**src/rtl/regfile_writeback_if.sv**
```systemverilog
// Writeback request bus from the ALU / load paths into the register-file write port.
interface regfile_writeback_if;
  logic        in_valid;
  logic        in_ready;
  logic [5:0]  in_opcode;
  logic [4:0]  in_rd;
  logic [4:0]  in_rt;
  logic        in_regdst;
  logic        in_regwrite;
  logic [31:0] in_data;
  logic [1:0]  in_addr_lo;

  modport master (
    output in_valid, in_opcode, in_rd, in_rt, in_regdst, in_regwrite, in_data, in_addr_lo,
    input  in_ready
  );

  modport slave (
    input  in_valid, in_opcode, in_rd, in_rt, in_regdst, in_regwrite, in_data, in_addr_lo,
    output in_ready
  );
endinterface

```
**src/rtl/regfile_writeback.sv**
```systemverilog
// Register-file write port: shapes load data, queues writes in a small FIFO,
// issues one write per cycle and flags in-flight destinations for hazard checks.
module regfile_writeback #(
  parameter int unsigned DEPTH = 4,
  parameter int unsigned CW    = $clog2(DEPTH) + 1
) (
  input  logic                clk,
  input  logic                rst_n,
  regfile_writeback_if.slave  rq,
  input  logic                wr_hold,
  output logic                wr_en,
  output logic [4:0]          wr_addr,
  output logic [31:0]         wr_data,
  input  logic [4:0]          chk_rs,
  input  logic [4:0]          chk_rt,
  output logic                rs_pending,
  output logic                rt_pending,
  output logic [CW-1:0]       count
);

  localparam int unsigned PW = $clog2(DEPTH);

  localparam logic [5:0] OP_LB  = 6'h20;
  localparam logic [5:0] OP_LH  = 6'h21;
  localparam logic [5:0] OP_LBU = 6'h24;
  localparam logic [5:0] OP_LHU = 6'h25;

  typedef struct packed {
    logic [4:0]  addr;
    logic [31:0] data;
  } entry_t;

  entry_t          mem [DEPTH];
  logic [DEPTH-1:0] vld;
  logic [PW-1:0]   head;
  logic [PW-1:0]   tail;
  logic [CW-1:0]   cnt;

  logic [4:0]  dest;
  logic [31:0] shaped;
  logic [7:0]  sel_byte;
  logic [15:0] sel_half;
  logic        ready;
  logic        push;
  logic        pop;

  // Destination select and load-data extraction at enqueue time
  always_comb begin
    dest     = rq.in_regdst ? rq.in_rd : rq.in_rt;
    sel_byte = 8'(rq.in_data >> {rq.in_addr_lo, 3'b000});
    sel_half = rq.in_addr_lo[1] ? rq.in_data[31:16] : rq.in_data[15:0];
    shaped   = rq.in_data;
    case (rq.in_opcode)
      OP_LB:   shaped = {{24{sel_byte[7]}}, sel_byte};
      OP_LBU:  shaped = {24'd0, sel_byte};
      OP_LH:   shaped = {{16{sel_half[15]}}, sel_half};
      OP_LHU:  shaped = {16'd0, sel_half};
      default: shaped = rq.in_data;
    endcase
  end

  // Readiness looks only at registered occupancy, so a full FIFO never pushes
  always_comb begin
    ready       = (cnt != CW'(DEPTH));
    rq.in_ready = ready;
    push        = rq.in_valid & ready & rq.in_regwrite & (dest != 5'd0);
    wr_en       = (cnt != '0) & ~wr_hold;
    pop         = wr_en;
    wr_addr     = (cnt != '0) ? mem[head].addr : 5'd0;
    wr_data     = (cnt != '0) ? mem[head].data : 32'd0;
    count       = cnt;
  end

  always_ff @(posedge clk or negedge rst_n) begin
    if (!rst_n) begin
      head <= '0;
      tail <= '0;
      cnt  <= '0;
      vld  <= '0;
      for (int unsigned i = 0; i < DEPTH; i++) begin
        mem[i] <= '0;
      end
    end else begin
      if (push) begin
        mem[tail].addr <= dest;
        mem[tail].data <= shaped;
        vld[tail]      <= 1'b1;
        tail           <= tail + PW'(1);
      end
      if (pop) begin
        vld[head] <= 1'b0;
        head      <= head + PW'(1);
      end
      case ({push, pop})
        2'b10:   cnt <= cnt + CW'(1);
        2'b01:   cnt <= cnt - CW'(1);
        default: cnt <= cnt;
      endcase
    end
  end

  // Hazard flags over every queued entry, including the one being written
  always_comb begin
    rs_pending = 1'b0;
    rt_pending = 1'b0;
    for (int unsigned i = 0; i < DEPTH; i++) begin
      if (vld[i] && (mem[i].addr == chk_rs)) rs_pending = 1'b1;
      if (vld[i] && (mem[i].addr == chk_rt)) rt_pending = 1'b1;
    end
    rs_pending = rs_pending & (chk_rs != 5'd0);
    rt_pending = rt_pending & (chk_rt != 5'd0);
  end

endmodule

```
**src/flat_wrapper.sv**
```systemverilog
// flat-port wrapper written by rule: the top's interface ports become plain ports
module regfile_writeback_flat 
#(
  parameter int unsigned DEPTH = 4,
  parameter int unsigned CW    = $clog2(DEPTH) + 1
)
  (clk, rst_n, wr_hold, wr_en, wr_addr, wr_data, chk_rs, chk_rt, rs_pending, rt_pending, count, rq_in_valid, rq_in_opcode, rq_in_rd, rq_in_rt, rq_in_regdst, rq_in_regwrite, rq_in_data, rq_in_addr_lo, rq_in_ready);
  regfile_writeback_if rq_i ();
  input  logic clk;
  input  logic rst_n;
  input  logic wr_hold;
  output logic wr_en;
  output logic [4:0] wr_addr;
  output logic [31:0] wr_data;
  input  logic [4:0] chk_rs;
  input  logic [4:0] chk_rt;
  output logic rs_pending;
  output logic rt_pending;
  output logic [CW-1:0] count;
  input wire logic [$bits(rq_i.in_valid)-1:0] rq_in_valid;
  input wire logic [$bits(rq_i.in_opcode)-1:0] rq_in_opcode;
  input wire logic [$bits(rq_i.in_rd)-1:0] rq_in_rd;
  input wire logic [$bits(rq_i.in_rt)-1:0] rq_in_rt;
  input wire logic [$bits(rq_i.in_regdst)-1:0] rq_in_regdst;
  input wire logic [$bits(rq_i.in_regwrite)-1:0] rq_in_regwrite;
  input wire logic [$bits(rq_i.in_data)-1:0] rq_in_data;
  input wire logic [$bits(rq_i.in_addr_lo)-1:0] rq_in_addr_lo;
  output wire logic [$bits(rq_i.in_ready)-1:0] rq_in_ready;
  assign rq_i.in_valid = rq_in_valid;
  assign rq_i.in_opcode = rq_in_opcode;
  assign rq_i.in_rd = rq_in_rd;
  assign rq_i.in_rt = rq_in_rt;
  assign rq_i.in_regdst = rq_in_regdst;
  assign rq_i.in_regwrite = rq_in_regwrite;
  assign rq_i.in_data = rq_in_data;
  assign rq_i.in_addr_lo = rq_in_addr_lo;
  assign rq_in_ready = rq_i.in_ready;
  regfile_writeback #(.DEPTH(DEPTH), .CW(CW)) u_core (.clk(clk), .rst_n(rst_n), .rq(rq_i), .wr_hold(wr_hold), .wr_en(wr_en), .wr_addr(wr_addr), .wr_data(wr_data), .chk_rs(chk_rs), .chk_rt(chk_rt), .rs_pending(rs_pending), .rt_pending(rt_pending), .count(count));
endmodule
```
**config.mk**
```make
export PLATFORM = sky130hd
export DESIGN_NAME = regfile_writeback_flat
export DESIGN_NICKNAME = d
export VERILOG_FILES = /design/src/rtl/regfile_writeback_if.sv /design/src/rtl/regfile_writeback.sv /design/src/flat_wrapper.sv
export SDC_FILE = /design/constraint.sdc
export NUM_CORES = 1
export LEC_CHECK = 0
export BUFFER_PORTS_ARGS = -buffer_cell sky130_fd_sc_hd__buf_2
export CORE_MARGIN = 1
export CORE_UTILIZATION = 30
export CTS_CLUSTER_DIAMETER = 100
export CTS_CLUSTER_SIZE = 14
export DETAILED_ROUTE_END_ITERATION = 10
export HOLD_SLACK_MARGIN = 0.08
export PLACE_DENSITY = 0.59
export SLEW_MARGIN = 30
export SYNTH_ARGS = -nofsm -noshare
export SYNTH_HDL_FRONTEND = slang
export SYNTH_SLANG_ARGS = --single-unit
```
**constraint.sdc**
```tcl
create_clock -name clk -period 3.5 [get_ports clk]
set_input_delay 0.875 -clock clk [delete_from_list [all_inputs] [get_ports clk]]
set_output_delay 0.875 -clock clk [all_outputs]
set_load 0.05 [all_outputs]
```
==> summary.txt, run 1 <==
Outcome
  – Status: finished, final reports clean

Final layout
  – Final core occ: 36.8%
  – Multi-input gate area: 0.00388 mm²
  – Design Area, Final: 0.00969 mm²
  – Antenna fix cells: 0
  – Layout cell share with drive strength beyond 1: 26.5%
  – Nets: 935
  – Filler instances: 2643
  – Reg area: 0.00398 mm²
  – Area growth, synth to finish: 18.8%

Worst hold path
  – Class of the worst hold path: input port to async pin

Floorplan
  – CORE AREA: 0.0264 mm²
  – FP Rows: 59
  – Initial Util: 31.0%
  – Die Y: 167 µm
  – Floorplan die area: 0.0279 mm²
  – Die width: 167 µm
  – I/O pin cnt: 110

Placed design
  – PortBufs: 109
  – Placed instance area: 0.00911 mm²
  – Dpl hpwl: 16600 µm
  – Dpl ws: 0.303 ns
  – GP Congestion: 0.839

Route
  – DRT Pass-1 Iters: 4
  – Drt wl/cell: 19.9 µm
  – Final ANT Viol Nets: 0
  – DRC violations left: 0
  – Via density: 5.20
  – Initial DRC count: 453
  – Total wire length: 24000 µm
  – DR vias: 6278

Clock tree
  – Clock sink count: 159
  – Postcts setup bufs: 0
  – Clock Path Buffers: 2
  – Worst-Skew Late Latency: 0.43 ns
  – H-tree lvl count: 4
  – Clk slew on worst S/H paths: 0.06 ns
  – Hold buffers post-CTS: 0
  – CTS buffer count: 17
  – CTS tree: yes
  – Post_cts resized: 0
  – Root Buffer: clkbuf_16

Run
  – Max-cap viol count: 0

Synth
  – Asr flop ratio synth: 100%
  – Yosys warning count: 0
  – Cell Area, Synth: 0.00816 mm²
  – Adder and majority cell fraction of the synthesized area: 1.63%
  – Synthesized instance count: 765
  – Post-synthesis sequential area ratio: 48.8%
  – Syn_area_per_cell: 10.7 µm²
  – Synth Flop Type: dfrtp_1
  – Complex-gate fraction of the synthesized area: 14.8%
  – Largest cells by area after synthesis: dfrtp_1 (49%), mux4_2 (10%), o21ai_0 (8.2%), nand2_1 (5.9%), xor2_1 (3.7%)
  – Largest family of logic cells by synthesized area: compound AO/OA/AOI/OAI gates
  – Mux share of post-synthesis cell area: 13.3%
  – Number of enable flip-flop cells after synthesis: 0
  – Post-synth top area cell: dfrtp_1
  – Synth top area share: 48.8%
  – Post-synthesis xor/xnor area fraction: 4.83%
  – Synth cell types: 45
  – Syn nets: 841
  – #FFs+latches synth: 159
  – Post-Synth Simple-Gate Area: 12.9%
  – Commonest cells post-synth: dfrtp_1 (159), o21ai_0 (133), nand2_1 (128)
  – Cell with the most instances after synthesis: dfrtp_1

Timing
  – Final setup fails: 0
  – Sum Neg Setup Slack: 0 ns
  – Slew Limit Fails: 0
  – Final WS setup: 0.486 ns
  – Slew margin rel.: 57.6%
  – Final hold vios: 0
  – Worst-Margin Slew: 0.632 ns
  – Fmax: 332 MHz
  – Post-route minimum period: 3.01 ns
  – RSZ-0062 raised after global routing: no
  – Final Skew: 0.0114 ns
  – Final period util: 86.1%

Critical path
  – Peak fanout along the critical path: 5
  – FF-to-FF path depth: 8
  – Internal reg-to-reg setup slack: 1.32 ns
  – CP Capture Type: primary output
  – Crit path required time: 2.62 ns
  – CP Class: input port to primary output
  – Reg2reg start: u_core.count[0]
  – Worst R2R End: u_core.count[2]
  – Startpoint types: input port
  – CP Data Arrival Time: 2.14 ns

Pwr
  – Leak: 4.39 nW
  – Switching Share: 45.0%
  – Worst vdd ir: 0.000474 V
  – Pwr dens: 1070 mW/mm²
  – Clock power frac: 17.9%
  – Logic pwr share: 50.2%
  – Part of the power in registers: 31.9%
  – Internal Power: 5.70 mW
  – NetSw: 4.67 mW

GRT
  – Initial antenna violation count: 0
  – Largest net degree at the start of global routing: 67
  – Vias in the first global route: 6498
  – Grt ovf: 0
  – First-pass GRT wire length: 38200 µm
  – GRT Total Usage: 17.9%
power groups by stage:
| stage | registers (mW) | clock network, mW | logic, mW |
|---|---|---|---|
| 4_1_cts | 3.29 | 1.88 | 5.28 |
| 2_1_floorplan | 3.18 | 0 | 3.93 |
| 3_3_place_gp | 3.29 | 0 | 5.21 |
| 3_5_place_dp | 3.31 | 0 | 5.26 |
| 5_1_grt | 3.41 | 1.95 | 5.62 |
| 6_report | 3.30 | 1.85 | 5.21 |
layout make-up:
class	count	share of cell area, %
inverter	10	0.387
sequential	159	41.1
clock buffer	23	4.93
clock inverter	9	1.12
timing repair buffer	136	8.17
tap	335	4.32
multi-input combinational	535	40.0
sequential cells by signal, indices dropped and copies added (netlist names):
name,flops
u_core.mem,148
u_core.vld,4
u_core.count,3
u_core.head,2
u_core.tail,2
cells by family (layout without fill, tap and decap cells):
family          after synthesis  in the layout
fa+ha+maj                    10             10
mux                          60             60
flops                       159            159
buf+inv                      71            178
simple gates                218            218
xor+xnor                     45             45
compound gates              202            202
layout by cell type, fill, tap and decap left out, drive strengths merged, types with 2 or more instances in the layout:
cell type    n
o22ai        8
or4          5
nand2      129
nor3         3
nor2b       37
nand4        2
mux2i        9
mux2        14
o211ai       5
o21ai      134
bufinv       2
clkinv       3
xor2        34
clkinvlp     4
and3        15
inv         10
ha           9
a2bb2oi     32
o21a         2
o22a         8
xnor2       11
nor2         4
nand3        9
dfrtp      159
mux4        37
a21oi        9
nor4         8
clkbuf      23
buf        136
or4b         2
per-stage QoR:
stage / cells / power (mW) / hold slack (ns)
after floorplan: 765 / 7.12 / 0.445
after global placement: 1175 / 8.50 / 0.456
after detailed placement: 1175 / 8.57 / 0.466
after CTS: 1207 / 10.4 / 0.468
after global routing: 1207 / 11.0 / 0.500
final: 1207 / 10.4 / 0.450
critical path, stage by stage:
cell and delay (ns):
buf_2 0.15, xor2_1 0.15, nor4_1 0.34, nand3_1 0.12
nand4_1 0.11, o21a_1 0.13, buf_2 0.26
layer usage:
layer  wire length [µm]  up-vias  global-route usage, %
met4                240        0                   4.07
met3               1510       17                   3.87
li1                   -     2905                      -
met2              11000      201                   27.6
met1              11300     3155                   25.7
met5                  0        -                      0
worst max path at each step:
| stage | slack (ns) | start | depth (start not counted) | end |
|---|---|---|---|---|
| 2_1_floorplan | 0.35 | u_core.count[0] | 9 | u_core.count[2] |
| 3_3_place_gp | 0.32 | rq_in_rd[1] | 11 | u_core.count[2] |
| 3_5_place_dp | 0.30 | rq_in_rd[1] | 11 | u_core.count[2] |
| 4_1_cts | 0.48 | u_core.head[0] | 4 | wr_data[26] |
| 5_1_grt | 0.38 | chk_rs[1] | 7 | rs_pending |
| 6_report | 0.49 | chk_rt[3] | 7 | rt_pending |
Power figures use the tool's default switching activity.
==> run 2, diff against run 1 <==
- ABC_AREA: default -> 1
- ABC_CLOCK_PERIOD_IN_PS: default -> 3500
==> summary.txt, run 2 <==
Final layout
  – Biggest register: u_core.mem
  – Final core occ: 35.9% (-0.85 points)
  – Nets: 1362 (+46%)
  – Number of flip-flops in the largest register: 148 (unchanged)
  – Commonest cells after routing, fill and taps aside: nand2_1 (343), nor2_1 (183), o21ai_0 (168), dfrtp_1 (158), buf_2 (108)
  – Area growth, synth to finish: 17.1%
  – Layout cell share with drive strength beyond 1: 17.5% (-9.0 points)
  – Commonest non-fill, non-tap cell in the layout: nand2_1
  – Filler instances: 3109 (+18%)
  – Antenna fix cells: 0 (unchanged)
  – Non-filler cells in the finished layout: 1682 (+39%)

Critical path
  – Internal reg-to-reg setup slack: 1.21 ns (-0.11 ns)
  – Peak fanout along the critical path: 50 (+45)
  – CP Class: flop to primary output
  – Reg2reg start: u_core.count[0]
  – Startpoint types: flop
  – CP Capture Type: primary output
  – CP Data Arrival Time: 2.31 ns (+0.17 ns)
  – FF-to-FF path depth: 9 (+1)
  – Worst R2R End: u_core.count[2]
  – Crit path required time: 2.62 ns (about the same)

Route
  – Routed length on met2: 11100 µm (+0.73%)
  – Max layer used: met4
  – Initial DRC count: 637 (+41%)
  – Total wire length: 25800 µm (+7.4%)
  – DRT Pass-1 Iters: 5 (+1)
  – Drt wl/cell: 15.3 µm (-23%)
  – DR vias: 8073 (+29%)
  – Via density: 4.80 (-7.7%)
  – WL met1: 13000 µm (+15%)
  – Final ANT Viol Nets: 0 (unchanged)
  – DRC violations left: 0 (unchanged)
  – WL met3: 1500 µm (-0.60%)

Synth
  – Largest cells by area after synthesis: dfrtp_1 (45%), nand2_1 (15%), o21ai_0 (9.5%), nor2_1 (7.7%), a21oi_1 (2.8%)
  – Cell Area, Synth: 0.00888 mm² (+8.8%)
  – Syn nets: 1278 (+52%)
  – Synth Flop Type: dfrtp_1
  – Commonest cells post-synth: nand2_1 (343), nor2_1 (183), o21ai_0 (168)
  – Number of enable flip-flop cells after synthesis: 0 (unchanged)
  – Asr flop ratio synth: 100% (unchanged)
  – #FFs+latches synth: 159 (unchanged)
  – Synth top area share: 44.8% (-4.0 points)
  – Synth cell types: 36 (-20%)
  – Syn_area_per_cell: 7.39 µm² (-31%)
  – Yosys warning count: 0 (unchanged)
  – Cell with the most instances after synthesis: nand2_1
  – Post-synth top area cell: dfrtp_1
  – Synthesized instance count: 1202 (+57%)
  – Post-synthesis sequential area ratio: 44.8% (-4.0 points)

GRT
  – First-pass GRT wire length: 42200 µm (+11%)
  – Initial antenna violation count: 0 (unchanged)
  – Grt ovf: 0 (unchanged)
  – Vias in the first global route: 7681 (+18%)
  – GRT Total Usage: 17.6% (-0.32 points)
  – Largest net degree at the start of global routing: 61 (-9.0%)

Clock tree
  – Clock sink count: 159 (unchanged)
  – Post_cts resized: 0 (unchanged)
  – H-tree lvl count: 4 (unchanged)
  – Worst-Skew Late Latency: 0.43 ns (about the same)
  – Root Buffer: clkbuf_16
  – Clk slew on worst S/H paths: 0.06 ns (about the same)
  – Postcts setup bufs: 0 (unchanged)
  – CTS buffer count: 17 (unchanged)
  – CTS tree: yes
  – Hold buffers post-CTS: 0 (unchanged)
  – Clock Path Buffers: 2 (unchanged)

Pwr
  – Leak: 5.17 nW (+18%)
  – Power, Total: 10.7 mW (+2.8%)
  – Pwr dens: 1020 mW/mm² (-4.2%)
  – Worst vdd ir: 0.000688 V (+45%)

Placed design
  – GP Congestion: 0.914 (+9.0%)
  – PortBufs: 109 (unchanged)
  – Placed Cells: 1651 (+41%)
  – Dpl ws: 0.581 ns (+0.278 ns)
  – Dpl hpwl: 17600 µm (+6.4%)

Outcome
  – Status: finished, final reports clean

Timing
  – Slew Limit Fails: 0 (unchanged)
  – Final period util: 91.0% (+4.9 points)
  – Post-route minimum period: 3.18 ns (+0.170 ns)
  – Slew margin rel.: 56.7% (-0.91 points)
  – Worst-Margin Slew: 0.649 ns (+0.0167 ns)
  – Sum Neg Setup Slack: 0 ns (unchanged)
  – Final WS setup: 0.316 ns (-0.170 ns)
  – Fmax: 314 MHz (-5.3%)
  – Final hold vios: 0 (unchanged)
  – Final Skew: 0.0117 ns (+0.000247 ns)
  – Final setup fails: 0 (unchanged)
  – RSZ-0062 raised after global routing: no

Floorplan
  – CORE AREA: 0.0289 mm² (+9.8%)
  – I/O pin cnt: 110 (unchanged)
  – Initial Util: 30.7% (-0.27 points)
  – FP Rows: 62 (+5.1%)
  – Die width: 174 µm (+4.3%)
  – Floorplan die area: 0.0303 mm² (+8.7%)
  – Die Y: 174 µm (+4.3%)

Run
  – Max-cap viol count: 0 (unchanged)

Worst hold path
  – Class of the worst hold path: input port to async pin
## run 2: metrics by stage
stage	area, µm²	hold WS, ns
final	10400	0.418
after global routing	10400	0.460
after CTS	10400	0.448
after detailed placement	9810	0.460
after global placement	9810	0.455
after floorplan	8880	0.444
## run 2: cell families (layout without fill, tap and decap cells)
| kind of cell | count (synthesis) | count (layout) | synth area share (%) |
|---|---|---|---|
| compound gates | 284 | 284 | 17.2 |
| xor+xnor | 12 | 12 | 1.18 |
| fa+ha+maj | 10 | 10 | 1.49 |
| buf+inv | 131 | 227 | 7.08 |
| flops | 159 | 159 | 44.8 |
| simple gates | 606 | 606 | 28.2 |
## run 2: per-layer routing
metal	vias to the layer above	GRT usage [%]
li1	4044	-
met1	3762	26.3
met2	249	26.2
met3	18	3.22
met4	0	3.87
met5	-	0
## run 2: report_power, final
group / internal, mW / switching, mW
combinational: 1.58 / 3.91
sequential: 2.70 / 0.612
clock: 1.10 / 0.768
## run 2: critical path: stages, from the launching register on
cell,delay [ns]
dfrtp_2,0.56
clkinv_1,0.11
buf_4,0.44
o21ai_0,0.17
a21oi_1,0.29
buf_2,0.32
## run 2: worst max path at each step
stage	from	endpoint	slack, ns	cells past startpoint
global route	u_core.head[0]	wr_data[14]	0.16	5
detailed placement	rq_in_regdst	u_core.count[2]	0.58	11
finish	u_core.head[0]	wr_data[15]	0.32	5
global placement	rq_in_regdst	u_core.count[2]	0.58	11
CTS	u_core.head[0]	wr_data[15]	0.24	5
floorplan	wr_hold	u_core.count[2]	0.49	7
## run 2: cell type report
cell class	instances	area (µm²)	share of cell area (%)
sequential	159	3980	38.3
tap	384	480	4.62
inverter	64	240	2.31
timing repair buffer	132	837	8.05
multi-input combinational	912	4280	41.1
clock buffer	21	460	4.43
clock inverter	10	125	1.20
==> run 3, diff against run 2 <==
- CELL_PAD_IN_SITES_DETAIL_PLACEMENT: default -> 2
- CELL_PAD_IN_SITES_GLOBAL_PLACEMENT: default -> 2
- PLACE_DENSITY: 0.59 -> 0.74
==> summary.txt, run 3 (same netlist as run 2, synthesis figures left out) <==
Timing
  – Post-route minimum period: 3.24 ns (+0.0554 ns)
  – Final period util: 92.6% (+1.6 points)
  – Final WS setup: 0.260 ns (-0.0554 ns)
  – Final hold vios: 0 (unchanged)
  – Final setup fails: 0 (unchanged)
  – Worst hold slack: 0.402 ns (-0.0154 ns)
  – Slew margin rel.: 61.6% (+4.9 points)
  – Slew Limit Fails: 0 (unchanged)
  – Fmax: 309 MHz (-1.7%)
  – RSZ-0062 raised after global routing: no
  – Sum Neg Setup Slack: 0 ns (unchanged)
  – Worst-Margin Slew: 0.576 ns (-0.0733 ns)
  – Final Skew: 0.0188 ns (+0.00715 ns)

Clock tree
  – Worst-Skew Late Latency: 0.44 ns (about the same)
  – Postcts setup bufs: 0 (unchanged)
  – Clock Path Buffers: 2 (unchanged)
  – H-tree lvl count: 4 (unchanged)
  – Hold buffers post-CTS: 0 (unchanged)
  – CTS tree: yes
  – Post_cts resized: 0 (unchanged)
  – Clk slew on worst S/H paths: 0.08 ns (+0.02 ns)
  – CTS buffer count: 17 (unchanged)
  – Root Buffer: clkbuf_16
  – Clock sink count: 159 (unchanged)

Critical path
  – Reg2reg start: u_core.count[1]
  – CP max stage cell: buf_4
  – Peak fanout along the critical path: 26 (-48%)
  – CP Buf/Inv Count: 4 (+1)
  – CP Class: flop to primary output
  – Startpoint types: flop
  – CP cell instances: buf_4 > inv_1 > buf_4 > nor2_1 > o21ai_0 > a21oi_1 > buf_2
  – Worst R2R End: u_core.count[2]
  – CP Capture Type: primary output
  – CP peak stage delay: 0.36 ns (-0.20 ns)
  – CP Data Arrival Time: 2.36 ns (+0.05 ns)
  – Top cell by count, worst path: buf_4
  – FF-to-FF path depth: 9 (unchanged)
  – Internal reg-to-reg setup slack: 1.20 ns (about the same)
  – WP depth: 7 (+2)
  – Crit path required time: 2.62 ns (about the same)
  – Top Family by Delay on Critical Path: buffers and inverters

Pwr
  – Worst vdd ir: 0.000427 V (-38%)
  – Power, Total: 10.8 mW (+1.7%)
  – Pwr dens: 1040 mW/mm² (+2.0%)
  – Leak: 5.17 nW (-0.12%)

Placed design
  – Dpl ws: 0.551 ns (-0.0300 ns)
  – Placed instance area: 0.00979 mm² (-0.25%)
  – Dpl hpwl: 21800 µm (+24%)
  – GP Congestion: 0.834 (-8.8%)
  – PortBufs: 109 (unchanged)

Route
  – Drt wl/cell: 18.6 µm (+21%)
  – Initial DRC count: 344 (-46%)
  – Final ANT Viol Nets: 0 (unchanged)
  – DRC violations left: 0 (unchanged)
  – Total wire length: 31300 µm (+21%)
  – DR vias: 8398 (+4.0%)
  – Via density: 4.99 (+4.0%)
  – DRT Pass-1 Iters: 4 (-1)

Final layout
  – Biggest register: u_core.mem
  – Antenna fix cells: 0 (unchanged)
  – Area growth, synth to finish: 16.8%
  – Commonest non-fill, non-tap cell in the layout: nand2_1
  – Number of flip-flops in the largest register: 148 (unchanged)
  – Commonest cells after routing, fill and taps aside: nand2_1 (343), nor2_1 (183), o21ai_0 (168), dfrtp_1 (158), buf_2 (108)
  – Design Area, Final: 0.0104 mm² (-0.28%)
  – Nets: 1362 (unchanged)
  – Layout cell share with drive strength beyond 1: 17.8% (+0.29 points)

GRT
  – Grt ovf: 0 (unchanged)
  – GRT Total Usage: 21.4% (+3.8 points)
  – Vias in the first global route: 9134 (+19%)
  – Initial antenna violation count: 0 (unchanged)
  – Largest net degree at the start of global routing: 80 (+31%)
  – First-pass GRT wire length: 50800 µm (+20%)

Run
  – Max-cap viol count: 0 (unchanged)

Floorplan
  – Die width: 174 µm (unchanged)
  – Die Y: 174 µm (unchanged)
  – FP Rows: 62 (unchanged)
  – I/O pin cnt: 110 (unchanged)
  – CORE AREA: 0.0289 mm² (unchanged)
  – Floorplan die area: 0.0303 mm² (unchanged)
  – Initial Util: 30.7% (unchanged)

Outcome
  – Status: finished, final reports clean

Worst hold path
  – Class of the worst hold path: input port to async pin
==> run 3: cell count changes in the layout (fill, tap and decap cells not counted), sizes merged <==
cell / delta
inv: +6
clkinv: +1
bufinv: -2
clkbuf: -3
clkinvlp: -1
==> run 3: layout make-up <==
type	count	area, µm²
multi-input combinational	912	4280
inverter	64	240
clock buffer	18	439
clock inverter	14	143
sequential	159	3980
timing repair buffer	132	812
tap	384	480
fill	3439	18600
==> run 3: worst max-delay path by stage <==
stage | start | slack [ns] | end
finish | u_core.head[1] | 0.26 | wr_data[24]
global route | u_core.head[1] | 0.11 | wr_data[10]
CTS | u_core.head[1] | 0.20 | wr_data[24]
detailed placement | rq_in_regdst | 0.55 | u_core.count[2]
global placement | rq_in_regdst | 0.59 | u_core.count[2]
floorplan | wr_hold | 0.49 | u_core.count[2]
==> run 3: power by group <==
part	internal, mW	leakage (nW)	switching [mW]
logic	1.56	2.88	4.11
registers	2.70	1.99	0.597
clock network	0.972	0.288	0.904
total	5.22	5.17	5.61
==> run 3: routing by layer <==
layer | GRT usage (%) | share of wire [%]
met4 | 4.71 | 1.3
met1 | 29.4 | 49
met3 | 3.08 | 2.4
met2 | 35.4 | 47
met5 | 0 | 0
==> run 3: through the flow <==
stage | utilization (%) | instances
floorplan | - | 1202
global placement | 33.8 | 1651
detailed placement | 33.8 | 1651
CTS | 35.8 | 1683
global route | 35.8 | 1683
finish | 35.8 | 1683
